File: src/rtl/xfer_pkg.sv
// xfer_pkg: shared types and constants for the CHIP-8 memory transfer engine
package xfer_pkg;
   typedef enum logic [1:0] {XFER_STORE = 2'd0, XFER_LOAD = 2'd1, XFER_BCD = 2'd2} xfer_op_t;
   typedef enum logic [2:0] {IDLE, ST_WR, LD_RUN, BCD_RD, BCD_WR, FINISH, DONE} xfer_state_t;
   localparam int BCD_DW = 4;
   localparam int BCD_ND = 3;
   typedef logic [BCD_DW-1:0] bcd_digit_t;
endpackage

File: src/rtl/mem_xfer_engine_if.sv
// mem_xfer_engine_if: execute-stage handshake, RAM ports and register-file ports of the engine
interface mem_xfer_engine_if #(parameter int AW = 12);
   logic start_in;
   logic [1:0] op_in;
   logic [3:0] x_in;
   logic [AW-1:0] i_in;
   logic busy_out;
   logic done_out;
   logic i_wr_en_out;
   logic [AW-1:0] i_next_out;
   logic mem_we_out;
   logic [AW-1:0] mem_wr_addr_out;
   logic [7:0] mem_wr_data_out;
   logic [AW-1:0] mem_rd_addr_out;
   logic [7:0] mem_rd_data_in;
   logic [3:0] reg_rd_idx_out;
   logic [7:0] reg_rd_data_in;
   logic reg_we_out;
   logic [3:0] reg_wr_idx_out;
   logic [7:0] reg_wr_data_out;
   modport master (
      input start_in, op_in, x_in, i_in, mem_rd_data_in, reg_rd_data_in,
      output busy_out, done_out, i_wr_en_out, i_next_out, mem_we_out, mem_wr_addr_out,
      mem_wr_data_out, mem_rd_addr_out, reg_rd_idx_out, reg_we_out, reg_wr_idx_out, reg_wr_data_out
   );
   modport slave (
      output start_in, op_in, x_in, i_in, mem_rd_data_in, reg_rd_data_in,
      input busy_out, done_out, i_wr_en_out, i_next_out, mem_we_out, mem_wr_addr_out,
      mem_wr_data_out, mem_rd_addr_out, reg_rd_idx_out, reg_we_out, reg_wr_idx_out, reg_wr_data_out
   );
endinterface

File: src/rtl/bcd_digits.sv
// bcd_digits: combinational 8-bit binary to hundreds/tens/ones by compare-and-subtract
module bcd_digits
   import xfer_pkg::*;
(
   input  logic [7:0] bin,
   output bcd_digit_t hun,
   output bcd_digit_t tens,
   output bcd_digit_t ones
);
   logic [7:0] r;
   always_comb begin
      hun = bin >= 8'd200 ? 4'd2 : bin >= 8'd100 ? 4'd1 : 4'd0;
      r = bin >= 8'd200 ? bin - 8'd200 : bin >= 8'd100 ? bin - 8'd100 : bin;
      tens = 4'd0;
      for (int t = 1; t < 10; t++) if (r >= 8'(10 * t)) tens = 4'(t);
      ones = 4'(r - 8'(10 * tens));
   end
endmodule

File: src/rtl/mem_xfer_engine.sv
// mem_xfer_engine: multi-cycle sequencer for CHIP-8 FX55 / FX65 / FX33 register-memory transfers
module mem_xfer_engine
   import xfer_pkg::*;
#(
   parameter int RAM_SIZE_BYTES = 4096,
   parameter bit I_INCREMENT = 1'b0
) (
   input logic clk_in,
   input logic rst_n_in,
   mem_xfer_engine_if.master bus
);
   localparam int AW = $clog2(RAM_SIZE_BYTES);
   xfer_state_t state, nxt, entry;
   logic [1:0] op_q;
   logic [3:0] x_q;
   logic [AW-1:0] i_q;
   logic [4:0] k;
   logic [BCD_ND-1:0][BCD_DW-1:0] dig;
   bcd_digit_t h, t, o;
   logic accept, ld_rd;
   bcd_digits u_bcd (.bin(bus.reg_rd_data_in), .hun(h), .tens(t), .ones(o));
   // DONE behaves like IDLE for acceptance so operations can run back-to-back
   assign accept = bus.start_in && (state == IDLE || state == DONE);
   assign entry = bus.op_in == 2'(XFER_STORE) ? ST_WR :
                  bus.op_in == 2'(XFER_LOAD)  ? LD_RUN :
                  bus.op_in == 2'(XFER_BCD)   ? BCD_RD : FINISH;
   always_ff @(posedge clk_in) begin
      if (!rst_n_in) begin
         state <= IDLE;
         op_q <= '0;
         x_q <= '0;
         i_q <= '0;
         k <= '0;
         dig <= '0;
      end else begin
         state <= nxt;
         if (accept) begin
            op_q <= bus.op_in;
            x_q <= bus.x_in;
            i_q <= bus.i_in;
         end
         k <= accept ? 5'd0 : (state == ST_WR || state == LD_RUN || state == BCD_WR) ? k + 5'd1 : k;
         if (state == BCD_RD) dig <= {o, t, h};
      end
   end
   always_comb begin
      nxt = state;
      unique case (state)
         IDLE, DONE: nxt = bus.start_in ? entry : IDLE;
         ST_WR:      nxt = k == {1'b0, x_q} ? DONE : ST_WR;
         LD_RUN:     nxt = k == {1'b0, x_q} + 5'd1 ? DONE : LD_RUN;
         BCD_RD:     nxt = BCD_WR;
         BCD_WR:     nxt = k == 5'd2 ? DONE : BCD_WR;
         default:    nxt = DONE;
      endcase
   end
   // LOAD is pipelined: read address for k, register write of k-1
   assign ld_rd = state == LD_RUN && k != {1'b0, x_q} + 5'd1;
   always_comb begin
      bus.busy_out = state inside {ST_WR, LD_RUN, BCD_RD, BCD_WR, FINISH};
      bus.done_out = state == DONE;
      bus.i_wr_en_out = I_INCREMENT && state == DONE && (op_q == 2'(XFER_STORE) || op_q == 2'(XFER_LOAD));
      bus.i_next_out = bus.i_wr_en_out ? i_q + AW'(x_q) + AW'(1) : '0;
      bus.mem_we_out = state == ST_WR || state == BCD_WR;
      bus.mem_wr_addr_out = bus.mem_we_out ? i_q + AW'(k) : '0;
      bus.mem_wr_data_out = state == ST_WR ? bus.reg_rd_data_in :
                            state == BCD_WR ? {4'd0, dig[k[1:0]]} : '0;
      bus.mem_rd_addr_out = ld_rd ? i_q + AW'(k) : '0;
      bus.reg_rd_idx_out = state == ST_WR ? k[3:0] : state == BCD_RD ? x_q : '0;
      bus.reg_we_out = state == LD_RUN && k != 5'd0;
      bus.reg_wr_idx_out = bus.reg_we_out ? k[3:0] - 4'd1 : '0;
      bus.reg_wr_data_out = bus.reg_we_out ? bus.mem_rd_data_in : '0;
   end
endmodule
File: src/flat_wrapper.sv
// flat-port wrapper written by rule: the top's interface ports become plain ports
module mem_xfer_engine_flat import xfer_pkg::*;
#(
   parameter int RAM_SIZE_BYTES = 4096,
   parameter bit I_INCREMENT = 1'b0
)
  (clk_in, rst_n_in, bus_start_in, bus_op_in, bus_x_in, bus_i_in, bus_mem_rd_data_in, bus_reg_rd_data_in, bus_busy_out, bus_done_out, bus_i_wr_en_out, bus_i_next_out, bus_mem_we_out, bus_mem_wr_addr_out, bus_mem_wr_data_out, bus_mem_rd_addr_out, bus_reg_rd_idx_out, bus_reg_we_out, bus_reg_wr_idx_out, bus_reg_wr_data_out);
  mem_xfer_engine_if bus_i ();
  input logic clk_in;
  input logic rst_n_in;
  input wire logic [$bits(bus_i.start_in)-1:0] bus_start_in;
  input wire logic [$bits(bus_i.op_in)-1:0] bus_op_in;
  input wire logic [$bits(bus_i.x_in)-1:0] bus_x_in;
  input wire logic [$bits(bus_i.i_in)-1:0] bus_i_in;
  input wire logic [$bits(bus_i.mem_rd_data_in)-1:0] bus_mem_rd_data_in;
  input wire logic [$bits(bus_i.reg_rd_data_in)-1:0] bus_reg_rd_data_in;
  output wire logic [$bits(bus_i.busy_out)-1:0] bus_busy_out;
  output wire logic [$bits(bus_i.done_out)-1:0] bus_done_out;
  output wire logic [$bits(bus_i.i_wr_en_out)-1:0] bus_i_wr_en_out;
  output wire logic [$bits(bus_i.i_next_out)-1:0] bus_i_next_out;
  output wire logic [$bits(bus_i.mem_we_out)-1:0] bus_mem_we_out;
  output wire logic [$bits(bus_i.mem_wr_addr_out)-1:0] bus_mem_wr_addr_out;
  output wire logic [$bits(bus_i.mem_wr_data_out)-1:0] bus_mem_wr_data_out;
  output wire logic [$bits(bus_i.mem_rd_addr_out)-1:0] bus_mem_rd_addr_out;
  output wire logic [$bits(bus_i.reg_rd_idx_out)-1:0] bus_reg_rd_idx_out;
  output wire logic [$bits(bus_i.reg_we_out)-1:0] bus_reg_we_out;
  output wire logic [$bits(bus_i.reg_wr_idx_out)-1:0] bus_reg_wr_idx_out;
  output wire logic [$bits(bus_i.reg_wr_data_out)-1:0] bus_reg_wr_data_out;
  assign bus_i.start_in = bus_start_in;
  assign bus_i.op_in = bus_op_in;
  assign bus_i.x_in = bus_x_in;
  assign bus_i.i_in = bus_i_in;
  assign bus_i.mem_rd_data_in = bus_mem_rd_data_in;
  assign bus_i.reg_rd_data_in = bus_reg_rd_data_in;
  assign bus_busy_out = bus_i.busy_out;
  assign bus_done_out = bus_i.done_out;
  assign bus_i_wr_en_out = bus_i.i_wr_en_out;
  assign bus_i_next_out = bus_i.i_next_out;
  assign bus_mem_we_out = bus_i.mem_we_out;
  assign bus_mem_wr_addr_out = bus_i.mem_wr_addr_out;
  assign bus_mem_wr_data_out = bus_i.mem_wr_data_out;
  assign bus_mem_rd_addr_out = bus_i.mem_rd_addr_out;
  assign bus_reg_rd_idx_out = bus_i.reg_rd_idx_out;
  assign bus_reg_we_out = bus_i.reg_we_out;
  assign bus_reg_wr_idx_out = bus_i.reg_wr_idx_out;
  assign bus_reg_wr_data_out = bus_i.reg_wr_data_out;
  mem_xfer_engine #(.RAM_SIZE_BYTES(RAM_SIZE_BYTES), .I_INCREMENT(I_INCREMENT)) u_core (.clk_in(clk_in), .rst_n_in(rst_n_in), .bus(bus_i));
endmodule
File: config.mk
export PLATFORM = sky130hd
export DESIGN_NAME = mem_xfer_engine_flat
export DESIGN_NICKNAME = d
export VERILOG_FILES = /design/src/rtl/xfer_pkg.sv /design/src/rtl/mem_xfer_engine_if.sv /design/src/rtl/bcd_digits.sv /design/src/rtl/mem_xfer_engine.sv /design/src/flat_wrapper.sv
export SDC_FILE = /design/constraint.sdc
export NUM_CORES = 1
export LEC_CHECK = 0
export ABC_CLOCK_PERIOD_IN_PS = 4600
export BUFFER_PORTS_ARGS = -buffer_cell sky130_fd_sc_hd__buf_2
export CAP_MARGIN = 20
export CORE_MARGIN = 4
export CORE_UTILIZATION = 40
export CTS_BUF_LIST = sky130_fd_sc_hd__clkbuf_8
export DETAILED_ROUTE_END_ITERATION = 7
export HOLD_SLACK_MARGIN = 0.03
export PLACE_DENSITY = 0.66
export SLEW_MARGIN = 30
export SYNTH_ARGS = -nofsm -noshare
export SYNTH_HDL_FRONTEND = slang
export SYNTH_SLANG_ARGS = --single-unit
File: constraint.sdc
create_clock -name clk_in -period 4.6 [get_ports clk_in]
set_input_delay 0.69 -clock clk_in [delete_from_list [all_inputs] [get_ports clk_in]]
set_output_delay 0.69 -clock clk_in [all_outputs]
set_load 0.01 [all_outputs]
==> results list, run 1 <==
- Type of origin of the critical path: input port
- The largest individual stage delay along the critical path comes from the cell sky130_fd_sc_hd__or3b_1.
* CTS tree: yes
- Cell internal power was estimated by the tool at between 0.0008 and 0.0009 W.
- Final hold analysis gives a worst-case slack of between 0.4 and 0.5 ns.
* IR drop worst, VDD: roughly 170 uV
- After synthesis, the largest family of logic cells by area is simple AND/OR/NAND/NOR gates.
- At the end of routability-driven placement, the weighted congestion stood at 0.895.
- CP Cell Sequence: buf_2 > inv_1 > ha_1 > or3b_1 > o21ba_1 > o211a_4 > or3_1 > a21oi_1 > o21ai_1 > and3_4 > ha_1 > fa_1 > xnor2_1 > xnor2_1 > o31ai_2
* Number of detailed-route iterations in the first pass: 5
- Across the run, the number of max-cap violations was 0.
- Setup repair after global routing left no endpoint under its margin.
* Sequential share of the synthesized area: ~22%
* Share of flip-flops with an asynchronous set or reset: 0%
* Cell accounting for the most synthesized area: sky130_fd_sc_hd__dfxtp_1
* Die height: roughly 96 um
- Multiplexer share of the synthesized area: 8.09%
* Synth cell types: 63
- Type of the most critical hold path: reg -> reg
- Ranked by instance count, the synthesized netlist is headed by 79 x sky130_fd_sc_hd__nor2_1, 34 x sky130_fd_sc_hd__dfxtp_1, 25 x sky130_fd_sc_hd__mux2i_1, 24 x sky130_fd_sc_hd__nand2_1, 22 x sky130_fd_sc_hd__a21oi_1.
- The root buffer cell chosen for the clock tree is sky130_fd_sc_hd__clkbuf_8.
- The number of endpoints with negative hold slack in the final report was 0.
- In this run the count of I/O pins placed on the die edge is between 100 and 150.
* Congestion Overflow GR: 0
- After detailed routing, the average wire length per cell comes to ~14 um.
* Detailed router's first-iteration violation count: 171
- On the final layout, the worst clock skew is between 0.003 and 0.004 ns.
* Global-route wire length before repair: between 10,000 and 15,000 um
* Nets@finish: 541
- Detailed Route WL: approximately 8400 um
- In this run the worst path has a maximum fanout of 9.
- Largest stage delay, worst path: ~0.45 ns
* Starting density of the core: approximately two fifths
* Area grow syn2layout: 19.3%
- P_sw: 0.000564 W
- Cells with a size suffix above 1 make up roughly a quarter of the layout.
- Fraction of power spent switching nets: around 40%
- In this run, the clock network consumes about a quarter of the power.
- Static leakage: 1.73 nW
* Data required time at the worst endpoint: 4.76 ns
* Crit path time final: around 3.8 ns
- The H-tree generated during clock tree synthesis spans 2 levels.
- Pin count of the biggest net entering global routing: 28
- Arrival @ worst endpoint: around 4.0 ns
* Portion of synthesized cell area occupied by the leading cell type: 22.0%
* Status: completed
* Final total negative setup slack: 0 ns
- For the worst-skew pair, the clock arrives at the later sink with an insertion delay of slightly below 0.3 ns.
- Total routing resource utilization after global routing: between 15 and 20%
* Core Footprint: approximately 7400 sq um
- Counting the fill cells in the layout gives 754.
- Together, buffers and inverters on the worst path number 2.
* Number of antenna violations at the first check in global routing: 0
- The synthesized netlist devotes a little under a fifth of its cell area to compound gates.
- In the routed layout, each cell is associated on average with a via count of between 5 and 6.
* Count of hold buffers inserted by post-cts repair: 0
- Measured against its own limit, the worst slew margin works out to a little under half.
- In this run, synthesis produced a sequential element count of 34.
- Once detailed placement completed, the half-perimeter wirelength came to 6580 um.
- Summing the areas of all and, or, nand and nor instances in the mapped netlist gives around 27% of the synthesized area.
* Most frequently used flop master after synthesis: sky130_fd_sc_hd__dfxtp_1
- Critical setup path kind: in -> reg
- Count of input and output buffers: 88
- The number of global-route vias before repair came to 2,789.
* Clock slew seen by the registers of the worst setup and hold paths: roughly 0.08 ns
- Post-synthesis instance area: 3090 sq um
- Maximum clock insertion buffer count: 2
- Achievable Freq: between 200 and 300 MHz
- Sequential share of power: between 20 and 30%
- The floorplan has 31 rows.
* Buffers inserted during post-CTS setup optimization: 0
- Mean instance size in the synthesized netlist: around 7.6 sq um
- From left edge to right edge, the die measures 95.9 um.
- Setup violations remaining at the end of the flow were counted as 0.
- Number of clock buffers inserted by TritonCTS: 5
- Combinational logic is responsible for 46.5% of the overall power.
* Number of antenna repair diodes: 0
- The worst path uses between 80% and 90% of the clock period.
- Count leader, synth: sky130_fd_sc_hd__nor2_1
- After Yosys synthesis, XOR and XNOR cells account for roughly 7.6% of the synthesized area.
- In this run, post-CTS repair resized a total of 0 instances.
- Summing the areas of all fa, ha and maj instances in the mapped netlist gives roughly 8.6% of the synthesized area.
* Top post-synthesis cells by area: sky130_fd_sc_hd__dfxtp_1 22%, sky130_fd_sc_hd__nor2_1 9.6%, sky130_fd_sc_hd__mux2i_1 8.1%
* Reg-to-reg setup timing slack: about 2.2 ns
- DRC violations left: 0
- For this run, the number of Yosys warnings is 0.
- Power spread over the standard cell area amounts to around 380 nW/um^2.
* Number of enable-type register cells in the synthesized netlist: 0
- Clock Sinks: 34
- The worst setup path is captured at a flop.
- The number of pins with negative max-slew slack in the final report came to 0.
- Across all layers, the routed design uses 3,068 vias.
- Once detail routing completed, the nets flagged for antenna violations numbered 0.
- Synthesized netlist cell count: between 400 and 500
- Among cell families on the critical path, the largest total delay comes from simple AND/OR/NAND/NOR gates.
* Die area: 9200 sq um
* Worst Max-Slew Pin Slew: a little under 0.8 ns
[registers in the layout, summed over array words and instances (netlist names)]
signal and flops:
u_core.dig 10, u_core.state 3, u_core.k 5, u_core.i_q 12
u_core.x_q 4
[final timing paths]
kind                         startpoint        endpoint  cells past startpoint
hold / removal            u_core.dig[1]   u_core.dig[1]                      2
hold reg to reg           u_core.dig[1]   u_core.dig[1]                      2
setup reg to reg        u_core.state[0]   u_core.dig[7]                      5
setup / recovery  bus_reg_rd_data_in[3]  u_core.dig[11]                     15
[layout make-up]
type | instances | area [sq um] | share of cell area, %
Multi-Input combinational cell | 335 | 2220 | 60.3
Clock inverter | 3 | 68.8 | 1.87
Tap cell | 99 | 124 | 3.36
Sequential cell | 34 | 681 | 18.4
Clock buffer | 5 | 68.8 | 1.87
Timing Repair Buffer | 90 | 455 | 12.3
Inverter | 18 | 67.6 | 1.83
[power by group through the flow]
stage | sequential (W) | clock [W] | combinational, W
floorplan | 0.000375 | 0 | 0.000501
global placement | 0.000410 | 0 | 0.000629
detailed placement | 0.000411 | 0 | 0.000643
CTS | 0.000405 | 0.000343 | 0.000645
global route | 0.000416 | 0.000352 | 0.000722
finish | 0.000406 | 0.000335 | 0.000644
[tightest hold or removal path: stages, from the launching register on]
cell and delay, ns:
sky130_fd_sc_hd__dfxtp_1 0.31, sky130_fd_sc_hd__nand2_1 0.05, sky130_fd_sc_hd__a21oi_1 0.05
[placed cells by master, fill, tap and decap left out, drive strengths merged, types with 4 or more instances in the layout]
cell	synthesis	final
a211oi	6	6
a21oi	24	24
a22oi	4	4
and2	16	16
and3	6	6
buf	20	90
clkbuf	14	5
conb	1	13
dfxtp	34	34
ha	18	18
inv	17	17
mux2i	25	25
nand2	24	24
nand2b	6	6
nand3	8	8
nor2	80	80
nor2b	6	6
nor3	8	8
o21ai	14	14
xnor2	14	14
xor2	12	12
[cells by family (layout without fill, tap and decap cells)]
group           Yosys count  in the layout
compound gates           81             81
xor+xnor                 26             26
fa+ha+maj                20             20
buf+inv                  52            116
flops                    34             34
mux                      25             25
other cells               1             13
simple gates            170            170
[per-layer routing]
| metal | share of wire [%] | track usage [%] |
|---|---|---|
| met5 | 0 | 0 |
| met4 | 1.8 | 4.98 |
| met3 | 6.6 | 2.66 |
| met2 | 48 | 30.5 |
| met1 | 44 | 23.6 |
[stage by stage]
step	instance area (sq um)	worst slack, ns	util, %	cells	total power, W
final	3690	0.797	50.1	584	0.00139
after global routing	3690	0.655	50.1	584	0.00149
after CTS	3690	0.856	50.0	584	0.00139
after detailed placement	3550	0.550	48.1	576	0.00105
after global placement	3550	0.638	48.1	576	0.00104
after floorplan	3140	0.735	-	421	0.000877
(Power assumes the default switching activity.)
==> run 2, diff against run 1 <==
- ABC_AREA: not set -> 1
- ABC_CLOCK_PERIOD_IN_PS: 4600 -> 3100
- PLACE_DENSITY: 0.66 -> 0.68
- clock period: 4.6 -> 3.1 ns (I/O delays scaled with it)
==> results list, run 2 <==
* Number of antenna repair diodes: 0
* Top post-synthesis cells by area: sky130_fd_sc_hd__dfxtp_1 23%, sky130_fd_sc_hd__nor2_1 7.9%, sky130_fd_sc_hd__inv_1 7.6%
- The tool flagged a number of max-cap violations equal to 0.
- The register with the most flip-flops in the layout has 12 of them.
- In this run the clock root is driven by a sky130_fd_sc_hd__clkbuf_8.
- Critical setup path kind: in -> reg
- Global-route wire length before repair: about 14,000 um
- Counting flops with an async set or reset pin after synthesis yields a share of 0%.
* Area fraction in compound gates after synthesis: 17.6%
* Detailed router's first-iteration violation count: 170
- Most frequently used flop master after synthesis: sky130_fd_sc_hd__dfxtp_1
* Average routed wire per standard cell: 13.1 um
- The filler cells instantiated in the layout total between 700 and 800.
- Number of placement rows: 31
* Violations in the final reports: negative setup slack
- Arrival @ worst endpoint: approximately 3.5 ns
- Pwr/cell area: around 520 nW/um^2
- Number of buffer and inverter stages on the critical path: 5
* Number of antenna violations at the first check in global routing: 0
- Largest registers: u_core.i_q (12), u_core.dig (10), u_core.k (5)
- Cell accounting for the most synthesized area: sky130_fd_sc_hd__dfxtp_1
* Simple-gate area share of the yosys netlist: 30.6%
- Most frequent cells in the layout: 87 x sky130_fd_sc_hd__buf_2, 60 x sky130_fd_sc_hd__nor2_1, 58 x sky130_fd_sc_hd__inv_1, 58 x sky130_fd_sc_hd__buf_4, 52 x sky130_fd_sc_hd__nand2_1
* Synth cell types: 44
- The later pin in the worst-skew pair is clocked with a latency of between 0.2 and 0.3 ns.
- Buffers placed on the I/O ports in this run total between 80 and 90.
- In the routed design, unresolved DRC markers number 0.
- Counting flops and latches in the post-synthesis netlist gives 34.
- After detailed routing, the number of vias per cell comes to between 4 and 5.
* Starting density of the core: 41.2%
- Clock-pin slew was measured on the worst setup and hold paths at 0.06 ns.
- Max-slew violation count: 0
- Register containing the most flip-flops in the final layout: u_core.i_q
- Final total negative setup slack: -0.220 ns
* Data required time at the worst endpoint: 3.27 ns
* Type of the most critical hold path: in -> reg
- The cell count after synthesis came out at 462.
- During I/O placement, the number of pins put on the boundary was a little over 100.
* Number of enable-type register cells in the synthesized netlist: 0
* Crit path time final: between 3 and 4 ns
- Final design instance area without fill: slightly above 4000 sq um
- DRT antenna net count: 0
* Count of warnings emitted by yosys: 0
* Width of the die: 94.7 um
* Final GP Congestion: between 0.9 and 1
- The largest single stage delay on the critical path is approximately 0.37 ns.
* Layout cell share with drive strength beyond 1: ~37%
- Mean instance size in the synthesized netlist: roughly 6.5 sq um
* Met2 WL post-DR: roughly 4600 um
- Compared with the post-synthesis result, the final layout area differs by 37.3%.
* Kind of end point of the critical path: flop
- Status: complete, but fails checks
* Sequential share of the synthesized area: between 20% and 30%
- The number of global-route vias before repair came to around 3,300.
- The slowest stage of the critical path is the sky130_fd_sc_hd__fa_2 cell.
- After synthesis, the largest family of logic cells by area is simple AND/OR/NAND/NOR gates.
- Cell Area, Placed: about 3800 sq um
- Period utilisation layout: 107%
- Portion of synthesized cell area occupied by the leading cell type: 22.6%
* Post-detail-place hpwl: 7030 um
- In this run the tightest slew margin relative to its limit is 52.1%.
* Detailed Route WL: 9160 um
- Number of clock buffers inserted by TritonCTS: 5
* Die height: around 95 um
- Post-synthesis instance area: around 3000 sq um
* Final Hold Vio Count: 0
* Type of origin of the critical path: input port
- The detailed router used layers up to and including met4.
- Pin count of the biggest net entering global routing: 31
* Maximum clock insertion buffer count: 2
- Total routing resource utilization after global routing: 19.7%
- In this design, the critical path's most frequently occurring cell is sky130_fd_sc_hd__nand2_1.
* Biggest fanout along the worst timing path: 8
- Arithmetic-cell share of the synthesized area counting full adders, half adders and majority gates: 8.82%
- Achievable Freq: about 300 MHz
* IR drop worst, VDD: between 200 and 250 uV
- For the pin with the worst max-slew slack, the measured transition is around 0.7 ns.
* Clock Sinks: 34
* Setup repair after global routing missed its margin: true
- In the post-synthesis netlist, the cell with the most instances is sky130_fd_sc_hd__nor2_1.
* Final setup fails: 1
- After global routing the overflow that remains totals 0.
- Wire length on met3: roughly 490 um
* Core Footprint: about 7300 sq um
- Ranked by instance count, the synthesized netlist is headed by 63 x sky130_fd_sc_hd__nor2_1, 61 x sky130_fd_sc_hd__inv_1, 58 x sky130_fd_sc_hd__nand2_1, 41 x sky130_fd_sc_hd__a21oi_1, 34 x sky130_fd_sc_hd__dfxtp_1.
* Post-Synth XOR/XNOR Area: just under 6%
* CTS tree: yes
- Most common library cell in the layout ignoring fill and taps: sky130_fd_sc_hd__buf_2
- Broken down by cell family, the worst path's largest delay share belongs to simple AND/OR/NAND/NOR gates.
- For this block, wires on met1 add up to ~3900 um.
- Die area: about 9000 sq um
- In the synthesized netlist, mux cells make up 0% of the area.
- Minimum setup slack in the final design: -0.220 ns
- Number of detailed-route iterations in the first pass: 4
* Static leakage: roughly 2.1 nW
* Clock Skew: about 0.0042 ns
- For this run, the post-layout net count is around 660.
- Via count of the routed design: ~3,400
- Clock H-tree levels: 2
==> run 2: changes by cell type in the layout (fill, tap and decap cells not counted), sizes merged, moves of 21 or more <==
cell	delta
inv	+53
o21ai	+23
buf	+56
nand2	+50
nand3	+21
mux2i	-25
==> run 2: power by group <==
| part | internal (W) | switching (W) | total, W |
|---|---|---|---|
| clock network | 0.000148 | 0.000145 | 0.000293 |
| registers | 0.000526 | 0.0000662 | 0.000592 |
| logic | 0.000475 | 0.000771 | 0.00125 |
==> run 2: kinds of logic (layout without fill, tap and decap cells) <==
logic type / after synthesis / count (layout)
buf+inv: 100 / 224
simple gates: 193 / 193
flops: 34 / 34
compound gates: 95 / 95
fa+ha+maj: 20 / 20
other cells: 1 / 13
xor+xnor: 19 / 19
==> run 2: repair_timing <==
item | CTS | global route
resized for setup | 7 | 28
hold buffers | 0 | 0
setup buffers | 13 | 4
setup endpoints to repair | 1 | 3
pin swaps | 17 | 24
==> run 2: final timing paths <==
| path | startpoint | to | slack, ns | cells past startpoint |
|---|---|---|---|---|
| max reg2reg | u_core.state[2] | u_core.k[4] | 1.02 | 10 |
| min reg2reg | u_core.i_q[2] | u_core.i_q[2] | 0.47 | 2 |
| min | bus_i_in[4] | u_core.i_q[4] | 0.46 | 3 |
| max | bus_reg_rd_data_in[3] | u_core.dig[11] | -0.22 | 28 |
==> run 2: stage by stage <==
step | cells | utilization (%) | setup WS (ns) | total power (W) | hold slack (ns)
global route | 697 | 56.6 | -0.463 | 0.00230 | 0.474
finish | 697 | 56.6 | -0.220 | 0.00213 | 0.463
floorplan | 474 | - | -0.0805 | 0.00137 | 0.445
CTS | 693 | 54.8 | -0.116 | 0.00207 | 0.460
detailed placement | 673 | 52.0 | -0.420 | 0.00173 | 0.461
global placement | 673 | 52.0 | -0.289 | 0.00170 | 0.452
==> run 2: per-layer routing <==
layer  global-route usage, %  vias to the layer above
met5                       0                        -
met4                    5.89                        0
met3                    2.39                       17
met2                    37.1                      101
met1                    22.9                     1569
li1                        -                     1728
==> run 2: tightest hold or removal path: stages <==
cell                      delay (ns)
sky130_fd_sc_hd__buf_2          0.10
sky130_fd_sc_hd__nand3_1        0.07
sky130_fd_sc_hd__a21oi_1        0.06
==> run 2: area by class of cell <==
cell class	instances	area (sq um)	share of cell area (%)
clock buffers	5	68.8	1.67
well taps	99	124	3.00
flip-flops and latches	34	681	16.5
inverters	71	275	6.67
multi-input cells	340	2090	50.5
clock inverters	2	7.51	0.182
repair buffers	146	886	21.5
==> run 3, diff against run 2 <==
- ABC_CLOCK_PERIOD_IN_PS: 3100 -> 3950
- HOLD_SLACK_MARGIN: 0.03 -> 0.1
- PLACE_DENSITY: 0.68 -> 0.66
- clock period: 3.1 -> 3.95 ns (I/O delays scaled with it)
==> results list, run 3 (synthesized netlist as in run 2, its figures left out) <==
* Register containing the most flip-flops in the final layout: u_core.i_q
- Clock H-tree levels: 2
- Biggest fanout along the worst timing path: 8
- Of the total power, the share spent switching nets is between 40% and 50%.
* Sequential share of power: 31.0%
* Number of antenna repair diodes: 0
* CTS tree: yes
- Among the stages of the critical path, the cell type that occurs most often is sky130_fd_sc_hd__nand2_1.
- CTS Root Cell: sky130_fd_sc_hd__clkbuf_8
- Pin count of the biggest net entering global routing: 31
- IR drop worst, VDD: about 170 uV
* DR vias/cell: approximately 4.9
- Period utilisation layout: roughly nine tenths
- For this configuration, the core starts out at a cell density of a little over 40%.
- Largest registers: u_core.i_q (12), u_core.dig (10), u_core.k (5)
- Based on the critical path, the design can be clocked at up to roughly 280 MHz.
* Cell count of the worst reg-to-reg path: 6
- DRC violations left: 0
- The analysis attributes to net switching a power of between 0.0007 and 0.0008 W.
* Crit Reg-Reg Startpoint: u_core.state[2]
* Count of input and output buffers: 88
- Global-route wire length before repair: 13,300 um
* Status: completed
- STA classifies the critical path endpoint as a flop.
- The detail route stage leaves a number of antenna-violating nets equal to 0.
- The clock passes through at most 2 buffers.
* Worst-Skew Late Latency: 0.29 ns
* Data required time at the worst endpoint: 4.13 ns
- The worst setup path is launched from an input port.
- Pwr/cell area: around 440 nW/um^2
* Largest stage delay, worst path: 0.38 ns
- By startpoint and endpoint, the worst setup path is classified as in -> reg.
* Area grow syn2layout: 18.0%
- The number of global-route vias before repair was 2,901.
- Flip-flop count of the largest register, all copies and words added: 12
- Dividing the detail-routed wire length by the instance count gives 13.0 um.
- Final setup fails: 0
* Die area: around 9000 sq um
* Worst setup path end: u_core.dig[11]
- After routing the design area is approximately 3500 sq um.
- End of the worst register-to-register path: u_core.state[1]
* Count of hold buffers inserted by post-cts repair: 0
- Total internal power: between 0.0008 and 0.0009 W
* Detailed router's first-iteration violation count: ~220
* Reg-to-reg setup timing slack: 1.47 ns
- Total routing resource utilization after global routing: about 18%
* Number of maximum-capacitance constraint violations: 0
* Relative slew margins: between 40 and 50%
* Setup repair after global routing missed its margin: false
- Static leakage: around 1.8 nW
- Final GP Congestion: ~0.84
- In this run the post-CTS setup repair buffer count came out at 0.
- From bottom edge to top edge, the die measures 94.7 um.
- The clock network is responsible for 17.3% of the overall power.
* Post-detail-place hpwl: between 6000 and 7000 um
- The final route contains 3,151 vias.
* Core Footprint: 7290 sq um
- From left edge to right edge, the die measures approximately 95 um.
* Most common library cell in the layout ignoring fill and taps: sky130_fd_sc_hd__buf_2
- On the final layout, the worst hold slack is about 0.47 ns.
- The largest individual stage delay along the critical path comes from the cell sky130_fd_sc_hd__fa_1.
* Worst Max-Slew Pin Slew: ~0.84 ns
- The net count of the finished layout is 598.
* Clock slew seen by the registers of the worst setup and hold paths: approximately 0.07 ns
* Most frequent cells in the layout: 88 x sky130_fd_sc_hd__buf_2, 63 x sky130_fd_sc_hd__nor2_1, 62 x sky130_fd_sc_hd__inv_1
- Layout cell share with drive strength beyond 1: 25.3%
- Counting the buffers created by CTS gives 5.
- After layout, the minimum clock period comes to around 3.5 ns.
* Type of the most critical hold path: reg -> reg
- Post-CTS resize count: 0
- Clock Sinks: 34
* Number of antenna violations at the first check in global routing: 0
* Number of placement rows: 31
- Count of pins on the block boundary: about 100
- The critical path starts at bus_reg_rd_data_in[2].
* Final total negative setup slack: 0 ns
* Final design utilization: about 49%
- Proportion of power drawn by combinational gates: 51.7%
* Clock Skew: slightly below 0.006 ns
- For this run the aggregate overflow at the end of global routing stands at 0.
- For this block, the routed nets add up to roughly 8300 um of wire.
* Number of buffer and inverter stages on the critical path: 5
* Max-slew violation count: 0
* Cell Area, Placed: about 3500 sq um
- Top delay family on crit path: simple AND/OR/NAND/NOR gates
- The number of endpoints with negative hold slack in the final report came to 0.
* Arrival @ worst endpoint: approximately 3.7 ns
- Number of detailed-route iterations in the first pass: 5
- The critical path crosses 28 cells after its start point.
## run 3: cell types whose count changed in the layout (fill, tap and decap cells not counted), sizes merged
cell / previous run / this run
buf: 146 / 89
clkbuf: 5 / 6
clkinv: 2 / 4
clkinvlp: 1 / 0
inv: 70 / 69
## run 3: layout make-up
type                            count  area [sq um]
Clock buffer                        6          82.6
Clock inverter                      2          8.76
Fill cell                         789          3740
Inverter                           71           269
Multi-Input combinational cell    340          1940
Sequential cell                    34           681
Tap cell                           99           124
Timing Repair Buffer               89           448
## run 3: power by group through the flow
stage	Sequential, W	Combinational (W)	Clock, W
6_report	0.000479	0.000800	0.000268
5_1_grt	0.000489	0.000902	0.000289
4_1_cts	0.000478	0.000804	0.000273
3_5_place_dp	0.000487	0.000800	0
3_3_place_gp	0.000484	0.000789	0
2_1_floorplan	0.000458	0.000607	0
## run 3: per-stage QoR
step	power [W]	worst slack [ns]	cells
6_report	0.00155	0.419	641
5_1_grt	0.00168	0.0234	641
4_1_cts	0.00156	0.407	641
3_5_place_dp	0.00129	0.123	633
3_3_place_gp	0.00127	0.236	633
2_1_floorplan	0.00107	0.527	474
## run 3: metal layers
metal	vias to the layer above	global-route usage [%]	wire length, um
met4	0	4.45	102
met5	-	0	0
met3	10	2.07	496
li1	1617	-	-
met1	1433	23.6	3620
met2	91	31.9	4100
## run 3: worst min path at each step
stage / slack, ns / from / depth (start not counted) / to
after floorplan: 0.44 / u_core.i_q[0] / 2 / u_core.i_q[0]
after global placement: 0.45 / u_core.i_q[4] / 2 / u_core.i_q[4]
after detailed placement: 0.46 / u_core.i_q[0] / 2 / u_core.i_q[0]
after CTS: 0.47 / u_core.i_q[0] / 2 / u_core.i_q[0]
after global routing: 0.49 / u_core.i_q[3] / 2 / u_core.i_q[3]
final: 0.47 / u_core.i_q[0] / 2 / u_core.i_q[0]
## run 3: tightest hold or removal path, stage by stage (launching register included)
cell and delay, ns:
sky130_fd_sc_hd__dfxtp_1 0.32, sky130_fd_sc_hd__nand2_1 0.06, sky130_fd_sc_hd__a21oi_1 0.05
